File: config.mk
export PLATFORM = sky130hd
export DESIGN_NAME = mt_fetch_unit
export DESIGN_NICKNAME = d
export VERILOG_FILES = /design/src/rtl/mt_fetch_pkg.sv /design/src/rtl/mt_fetch_unit_rr_thread_picker.sv /design/src/rtl/mt_fetch_unit.sv
export SDC_FILE = /design/constraint.sdc
export NUM_CORES = 1
export LEC_CHECK = 0
export CORE_UTILIZATION = 40
export CTS_BUF_LIST = sky130_fd_sc_hd__clkbuf_8
export DETAILED_ROUTE_END_ITERATION = 16
export PLACE_DENSITY = 0.7
export SLEW_MARGIN = 20
export SYNTH_ARGS = -nofsm -noshare
export SYNTH_HDL_FRONTEND = slang
export SYNTH_HIERARCHICAL = 1
export SYNTH_SLANG_ARGS = --single-unit
File: constraint.sdc
create_clock -name clk -period 4.55 [get_ports clk]
set_input_delay 0.455 -clock clk [delete_from_list [all_inputs] [get_ports clk]]
set_output_delay 0.455 -clock clk [all_outputs]
set_load 0.02 [all_outputs]
File: src/rtl/mt_fetch_pkg.sv
// Shared types and PC-tagging helper for the multithreaded fetch unit.
package mt_fetch_pkg;

    localparam int unsigned PC_MAX_W = 64;

    typedef enum logic {
        ST_RUN  = 1'b0,
        ST_IDLE = 1'b1
    } fetch_state_e;

    // Replace the top tid_w bits of an addr_w-bit PC with the thread tag.
    function automatic logic [PC_MAX_W-1:0] tag_pc(
        input logic [PC_MAX_W-1:0] pc,
        input logic [PC_MAX_W-1:0] tag,
        input int unsigned         addr_w,
        input int unsigned         tid_w
    );
        logic [PC_MAX_W-1:0] low_mask;
        low_mask = (PC_MAX_W'(1) << (addr_w - tid_w)) - PC_MAX_W'(1);
        return (pc & low_mask) | (tag << (addr_w - tid_w));
    endfunction

endpackage

File: src/rtl/mt_fetch_unit_rr_thread_picker.sv
// Combinational round-robin thread picker: searches cur+1 upward with wrap,
// the current thread considered last.
module rr_thread_picker
    import mt_fetch_pkg::*;
#(
    parameter int unsigned NUM_THREADS = 2
) (
    input  logic [NUM_THREADS-1:0]         mask_i,
    input  logic [$clog2(NUM_THREADS)-1:0] cur_id_i,
    output logic [$clog2(NUM_THREADS)-1:0] pick_id_c,
    output logic                           found_c
);

    localparam int unsigned TID_W = $clog2(NUM_THREADS);

    always_comb begin
        logic [TID_W-1:0] idx;
        pick_id_c = cur_id_i;
        found_c   = 1'b0;
        idx       = '0;
        for (int unsigned k = 1; k <= NUM_THREADS; k++) begin
            idx = cur_id_i + TID_W'(k);
            if (!found_c && mask_i[idx]) begin
                found_c   = 1'b1;
                pick_id_c = idx;
            end
        end
    end

endmodule

File: src/rtl/mt_fetch_unit.sv
// Multithreaded fetch PC unit: per-thread PC file, round-robin thread switch, IDLE when
// nothing is runnable. Define MT_FETCH_TIMESLICE_EN to add quantum-based forced switches.
module mt_fetch_unit
    import mt_fetch_pkg::*;
#(
    parameter int unsigned           NUM_THREADS = 2,
    parameter int unsigned           ADDR_WIDTH  = 26,
    parameter logic [ADDR_WIDTH-1:0] RESET_PC    = '0
`ifdef MT_FETCH_TIMESLICE_EN
    ,
    parameter int unsigned           QUANTUM     = 64
`endif
) (
    input  logic                           clk,
    input  logic                           rst_n,
    input  logic                           i_stall,
    input  logic                           i_load_pc_we,
    input  logic [ADDR_WIDTH-1:0]          i_load_pc_new_pc,
    input  logic                           i_bp_is_branch,
    input  logic                           i_bp_prediction,
    input  logic [ADDR_WIDTH-1:0]          i_bp_target,
    input  logic                           i_switch_req,
    input  logic [ADDR_WIDTH-1:0]          i_resume_pc,
    input  logic [NUM_THREADS-1:0]         i_thread_ready,
    output logic [ADDR_WIDTH-1:0]          o_pc_current,
    output logic [ADDR_WIDTH-1:0]          o_pc_next,
    output logic [$clog2(NUM_THREADS)-1:0] o_thread_id,
    output logic                           o_switch,
    output logic                           o_idle
);

    localparam int unsigned TID_W = $clog2(NUM_THREADS);

    function automatic logic [ADDR_WIDTH-1:0] tag_pc_w(input logic [ADDR_WIDTH-1:0] pc,
                                                        input logic [TID_W-1:0]      tid);
        return ADDR_WIDTH'(tag_pc(PC_MAX_W'(pc), PC_MAX_W'(tid), ADDR_WIDTH, TID_W));
    endfunction

    fetch_state_e          state_q, state_d;
    logic [TID_W-1:0]      tid_q, tid_d, pick_id;
    logic                  pick_found;
    logic [ADDR_WIDTH-1:0] pc_q, pc_next_c, resume_pc;
    logic [ADDR_WIDTH-1:0] pc_file_q [NUM_THREADS];
    logic [ADDR_WIDTH-1:0] pc_file_d [NUM_THREADS];
    logic                  switch_q, switch_d, idle_q, idle_d;
    logic                  switch_take, slice_expire;

    rr_thread_picker #(
        .NUM_THREADS(NUM_THREADS)
    ) u_picker (
        .mask_i   (i_thread_ready),
        .cur_id_i (tid_q),
        .pick_id_c(pick_id),
        .found_c  (pick_found)
    );

`ifdef MT_FETCH_TIMESLICE_EN
    localparam int unsigned CNT_W = $clog2(QUANTUM + 1);

    logic [CNT_W-1:0] slice_cnt_q, slice_cnt_d;

    // Only productive (non-stalled) cycles consume the quantum.
    assign slice_expire = (state_q == ST_RUN) && !i_stall &&
                          (slice_cnt_q == CNT_W'(QUANTUM - 1));

    always_comb begin
        slice_cnt_d = slice_cnt_q;
        if ((state_q != ST_RUN) || switch_take) begin
            slice_cnt_d = '0;
        end else if (!i_stall) begin
            slice_cnt_d = slice_cnt_q + CNT_W'(1);
        end
    end

    always_ff @(posedge clk or negedge rst_n) begin
        if (!rst_n) begin
            slice_cnt_q <= '0;
        end else begin
            slice_cnt_q <= slice_cnt_d;
        end
    end
`else
    assign slice_expire = 1'b0;
`endif

    // External request wins over the quantum and brings its own resume PC.
    assign switch_take = i_switch_req || slice_expire;
    assign resume_pc   = i_switch_req ? i_resume_pc : pc_q;

    always_comb begin
        state_d   = state_q;
        tid_d     = tid_q;
        pc_next_c = pc_q;
        switch_d  = 1'b0;
        idle_d    = idle_q;
        pc_file_d = pc_file_q;
        case (state_q)
            ST_RUN: begin
                if (switch_take) begin
                    pc_file_d[tid_q] = tag_pc_w(resume_pc, tid_q);
                    if (pick_found) begin
                        tid_d     = pick_id;
                        switch_d  = 1'b1;
                        pc_next_c = (pick_id == tid_q) ? tag_pc_w(resume_pc, tid_q)
                                                       : tag_pc_w(pc_file_q[pick_id], pick_id);
                    end else begin
                        state_d = ST_IDLE;
                        idle_d  = 1'b1;
                    end
                end else if (i_stall) begin
                    pc_next_c = pc_q;
                end else if (i_load_pc_we) begin
                    pc_next_c = tag_pc_w(i_load_pc_new_pc, tid_q);
                end else if (i_bp_is_branch && i_bp_prediction) begin
                    pc_next_c = tag_pc_w(i_bp_target, tid_q);
                end else begin
                    pc_next_c = tag_pc_w(pc_q + ADDR_WIDTH'(4), tid_q);
                end
            end
            ST_IDLE: begin
                if (pick_found) begin
                    tid_d     = pick_id;
                    pc_next_c = tag_pc_w(pc_file_q[pick_id], pick_id);
                    state_d   = ST_RUN;
                    switch_d  = 1'b1;
                    idle_d    = 1'b0;
                end
            end
            default: state_d = ST_RUN;
        endcase
    end

    always_ff @(posedge clk or negedge rst_n) begin
        if (!rst_n) begin
            state_q  <= ST_RUN;
            tid_q    <= '0;
            pc_q     <= tag_pc_w(RESET_PC, '0);
            switch_q <= 1'b0;
            idle_q   <= 1'b0;
            for (int unsigned t = 0; t < NUM_THREADS; t++) begin
                pc_file_q[t] <= tag_pc_w(RESET_PC, TID_W'(t));
            end
        end else begin
            state_q   <= state_d;
            tid_q     <= tid_d;
            pc_q      <= pc_next_c;
            switch_q  <= switch_d;
            idle_q    <= idle_d;
            pc_file_q <= pc_file_d;
        end
    end

    assign o_pc_current = pc_q;
    assign o_pc_next    = pc_next_c;
    assign o_thread_id  = tid_q;
    assign o_switch     = switch_q;
    assign o_idle       = idle_q;

endmodule
==> metrics.md <==
| Metric | Value |
|---|---|
| Status | `complete, no violations` |
| Clk_lat worst skew | `0.36 ns` |
| PortBufs | `138` |
| Global-route wire length before repair | `22900 um` |
| # resized after CTS | `0` |
| Die area | `11860 um2` |
| TritonCTS buffer count | `9` |
| Slew @ Worst Pin | `1.126 ns` |
| Worst hold path class | `primary input to async pin` |
| Crit path DAT | `3.59 ns` |
| Top_reg_cell synth | `dfrtp_1` |
| Vias per inst | `5.812` |
| Longest Clk Path Bufs | `2` |
| Aggregate routed wire length | `14740 um` |
| Fin crit period | `4.044 ns` |
| LEAKAGE | `0.002579 uW` |
| Gr busiest metal | `met2` |
| Die Span Y | `108.9 um` |
| Mapped Cells | `458` |
| Synth top area cells | `dfrtp_1 (44%), mux2_2 (13%), mux2i_1 (5.7%)` |
| Sequential share of power | `0.373` |
| Fmax achieved | `247.3 MHz` |
| Remaining Overflow, GRT | `0` |
| Power Internal | `1983 uW` |
| RSZ-0062 raised after global routing | `false` |
| Routability cong. | `0.8586` |
| Register area | `2002 um2` |
| Vias in the first global route | `4249` |
| H-tree Lvls | `3` |
| Worst-path clk slew | `0.09 ns` |
| Hold buffers post-CTS | `0` |
| Power per Cell Area | `510.6 nW/um2` |
| Switching share of power | `0.3861` |
| Peak VDD IR | `0.2957 mV` |
| Nets | `680` |
| Post-Syn Nets | `548` |
| Row count | `38` |
| Max Cap Viol | `0` |
| Pins Over Slew Limit | `0` |
| Routed wire per std cell | `20.05 um` |
| Antenna violations before repair | `0` |
| Area of the core | `10980 um2` |
| DRC Markers | `0` |
| CP max FO | `23` |
| Post-synth cell types | `57` |
| Comb pwr share | `0.444` |
| TritonCTS clock tree | `built` |
| Initial core utilization | `0.4163` |
| Met3 global-route usage | `0.03407` |
| Fraction of registers with async set/reset | `1.000` |
| Total GRT Usage | `0.2584` |
| Multi-input logic area | `2440 um2` |
| Final ANT Viol Nets | `0` |
| Cell Area, Synth | `4572 um2` |
| Syn avg cell area | `9.982 um2` |
| Final cycle utilization of the critical path | `0.8889` |
| Antenna Cells | `0` |
| Largest net degree at the start of global routing | `81` |
| DR pass1 iterations | `4` |
| Seq/Total Area, Yosys | `0.4379` |
| Post-route total power | `3231 uW` |
| CP Capture Type | `output port` |
| Met2 usage | `0.4088` |
| #FFs+latches synth | `80` |
| Share of layout cells above drive strength 1 | `0.1529` |
| Hold_ws | `0.1431 ns` |
| Clk pwr share | `0.184` |
| Commonest non-fill, non-tap cell in the layout | `clkdlybuf4s50_1` |
| DR iter-0 viols | `319` |
| Most frequent cells in the layout | `clkdlybuf4s50_1 (137), dfrtp_1 (80), mux2_2 (52), nor2_1 (39), o21ai_0 (38)` |
| Final hold violation count | `0` |
| Via count | `4272` |
| Post-synth EDFFs | `0` |
| Setup TNS Final | `0 ns` |
| Post-CTS Setup Bufs | `0` |
| Hpwl dp | `10300 um` |
| Design Area, Final | `6327 um2` |
| DP Area | `6105 um2` |
| Clk_skew | `0.01034 ns` |
| Synth top area share | `0.4379` |
| Req. time, crit path | `4.09 ns` |
| Met1 GRT Util | `0.3626` |
| Setup crit start kind | `flop` |
| Root Driver | `clkbuf_8` |
| Area leader, netlist | `dfrtp_1` |
| Clock Sinks | `80` |
| Critical path class | `flop to output port` |
| Fillers | `965` |
| Ys Warns | `6` |
| Net Sw Power | `1247 uW` |
| Die W | `108.9 um` |
| Slew HR | `0.2487` |
| Setup-failing EPs final | `0` |
| I/O pins | `142` |
| Synth-to-layout area growth | `38.40%` |
==> per-layer routing <==
| layer | vias to the layer above | wire length (um) | share of wire |
|---|---|---|---|
| met5 | - | 0 | 0 |
| met4 | 0 | 248 | 0.017 |
| met3 | 18 | 1008 | 0.068 |
| met2 | 183 | 7028 | 0.48 |
| met1 | 2113 | 6452 | 0.44 |
| li1 | 1958 | - | - |
==> synthesized netlist by cell type, types with 3 or more instances <==
cell / count
a211oi_1: 3
a21oi_1: 24
a221oi_1: 18
and3_1: 6
buf_1: 4
buf_2: 10
clkbuf_1: 14
dfrtp_1: 80
ha_1: 3
inv_1: 7
mux2_2: 52
mux2i_1: 26
nand2_1: 36
nand2b_1: 5
nand3_1: 13
nand4_1: 4
nor2_1: 40
nor2b_1: 4
nor4_1: 3
o211ai_1: 7
o21ai_0: 38
o21ai_1: 5
or3_1: 3
xnor2_1: 4
xor2_1: 8
==> flip-flops by register name, summed over array words and instances (netlist names) <==
signal / count
state_q: 1
o_idle: 1
o_switch: 1
o_pc_current: 26
o_thread_id: 1
pc_file_q: 50
==> kinds of logic after synthesis <==
| logic type | count (synthesis) | share of synthesized area |
|---|---|---|
| AO/OA/AOI/OAI | 119 | 0.1672 |
| XOR/XNOR | 12 | 0.02299 |
| adder cells (fa/ha/maj) | 3 | 0.008211 |
| buffers and inverters | 35 | 0.03147 |
| flip-flops | 80 | 0.4379 |
| multiplexers | 78 | 0.1850 |
| AND/OR/NAND/NOR | 131 | 0.1472 |
==> critical path, stage by stage, from the launching register on <==
cell and delay, ns:
dfrtp_1 0.50, nor2_1 0.22, a21oi_4 0.05, ha_1 0.35, and4b_1 0.96, a32oi_1 0.08
o21ai_0 0.20, a21oi_1 0.07, o21ai_0 0.14, clkdlybuf4s50_1 0.66
==> power groups by stage <==
stage               clock network, uW  logic [uW]  registers [uW]
detailed placement                  0        1430            1210
global route                      632        1540            1240
global placement                    0        1410            1190
floorplan                           0         709            1250
finish                            593        1430            1200
CTS                               597        1440            1200
==> metrics by stage <==
| stage | utilization | instances | setup slack [ns] |
|---|---|---|---|
| finish | 0.5761 | 735 | 0.5056 |
| global route | 0.5761 | 735 | 0.2274 |
| global placement | 0.5558 | 719 | 0.5772 |
| detailed placement | 0.5558 | 719 | 0.5472 |
| CTS | 0.5758 | 735 | 0.5170 |
| floorplan | - | 458 | 1.797 |
==> final cells by class <==
cell class | instances | share of cell area
well taps | 140 | 0.02768
repair buffers | 149 | 0.2316
clock inverters | 7 | 0.01503
clock buffers | 9 | 0.01958
inverters | 7 | 0.004153
flip-flops and latches | 80 | 0.3164
multi-input cells | 343 | 0.3856
==> worst paths after layout <==
| path | start | to | slack, ns | depth (start not counted) |
|---|---|---|---|---|
| min | rst_n | pc_file_q[4] | 0.14 | 1 |
| max in group asynchronous | rst_n | o_pc_current[3] | 3.92 | 1 |
| min reg2reg | pc_file_q[2] | pc_file_q[2] | 0.48 | 2 |
| max | o_thread_id | o_pc_next[11] | 0.51 | 9 |
| min in group clk | pc_file_q[2] | pc_file_q[2] | 0.48 | 2 |
| max reg2reg | o_thread_id | o_pc_current[11] | 1.86 | 8 |
(Power assumes the default switching activity.)
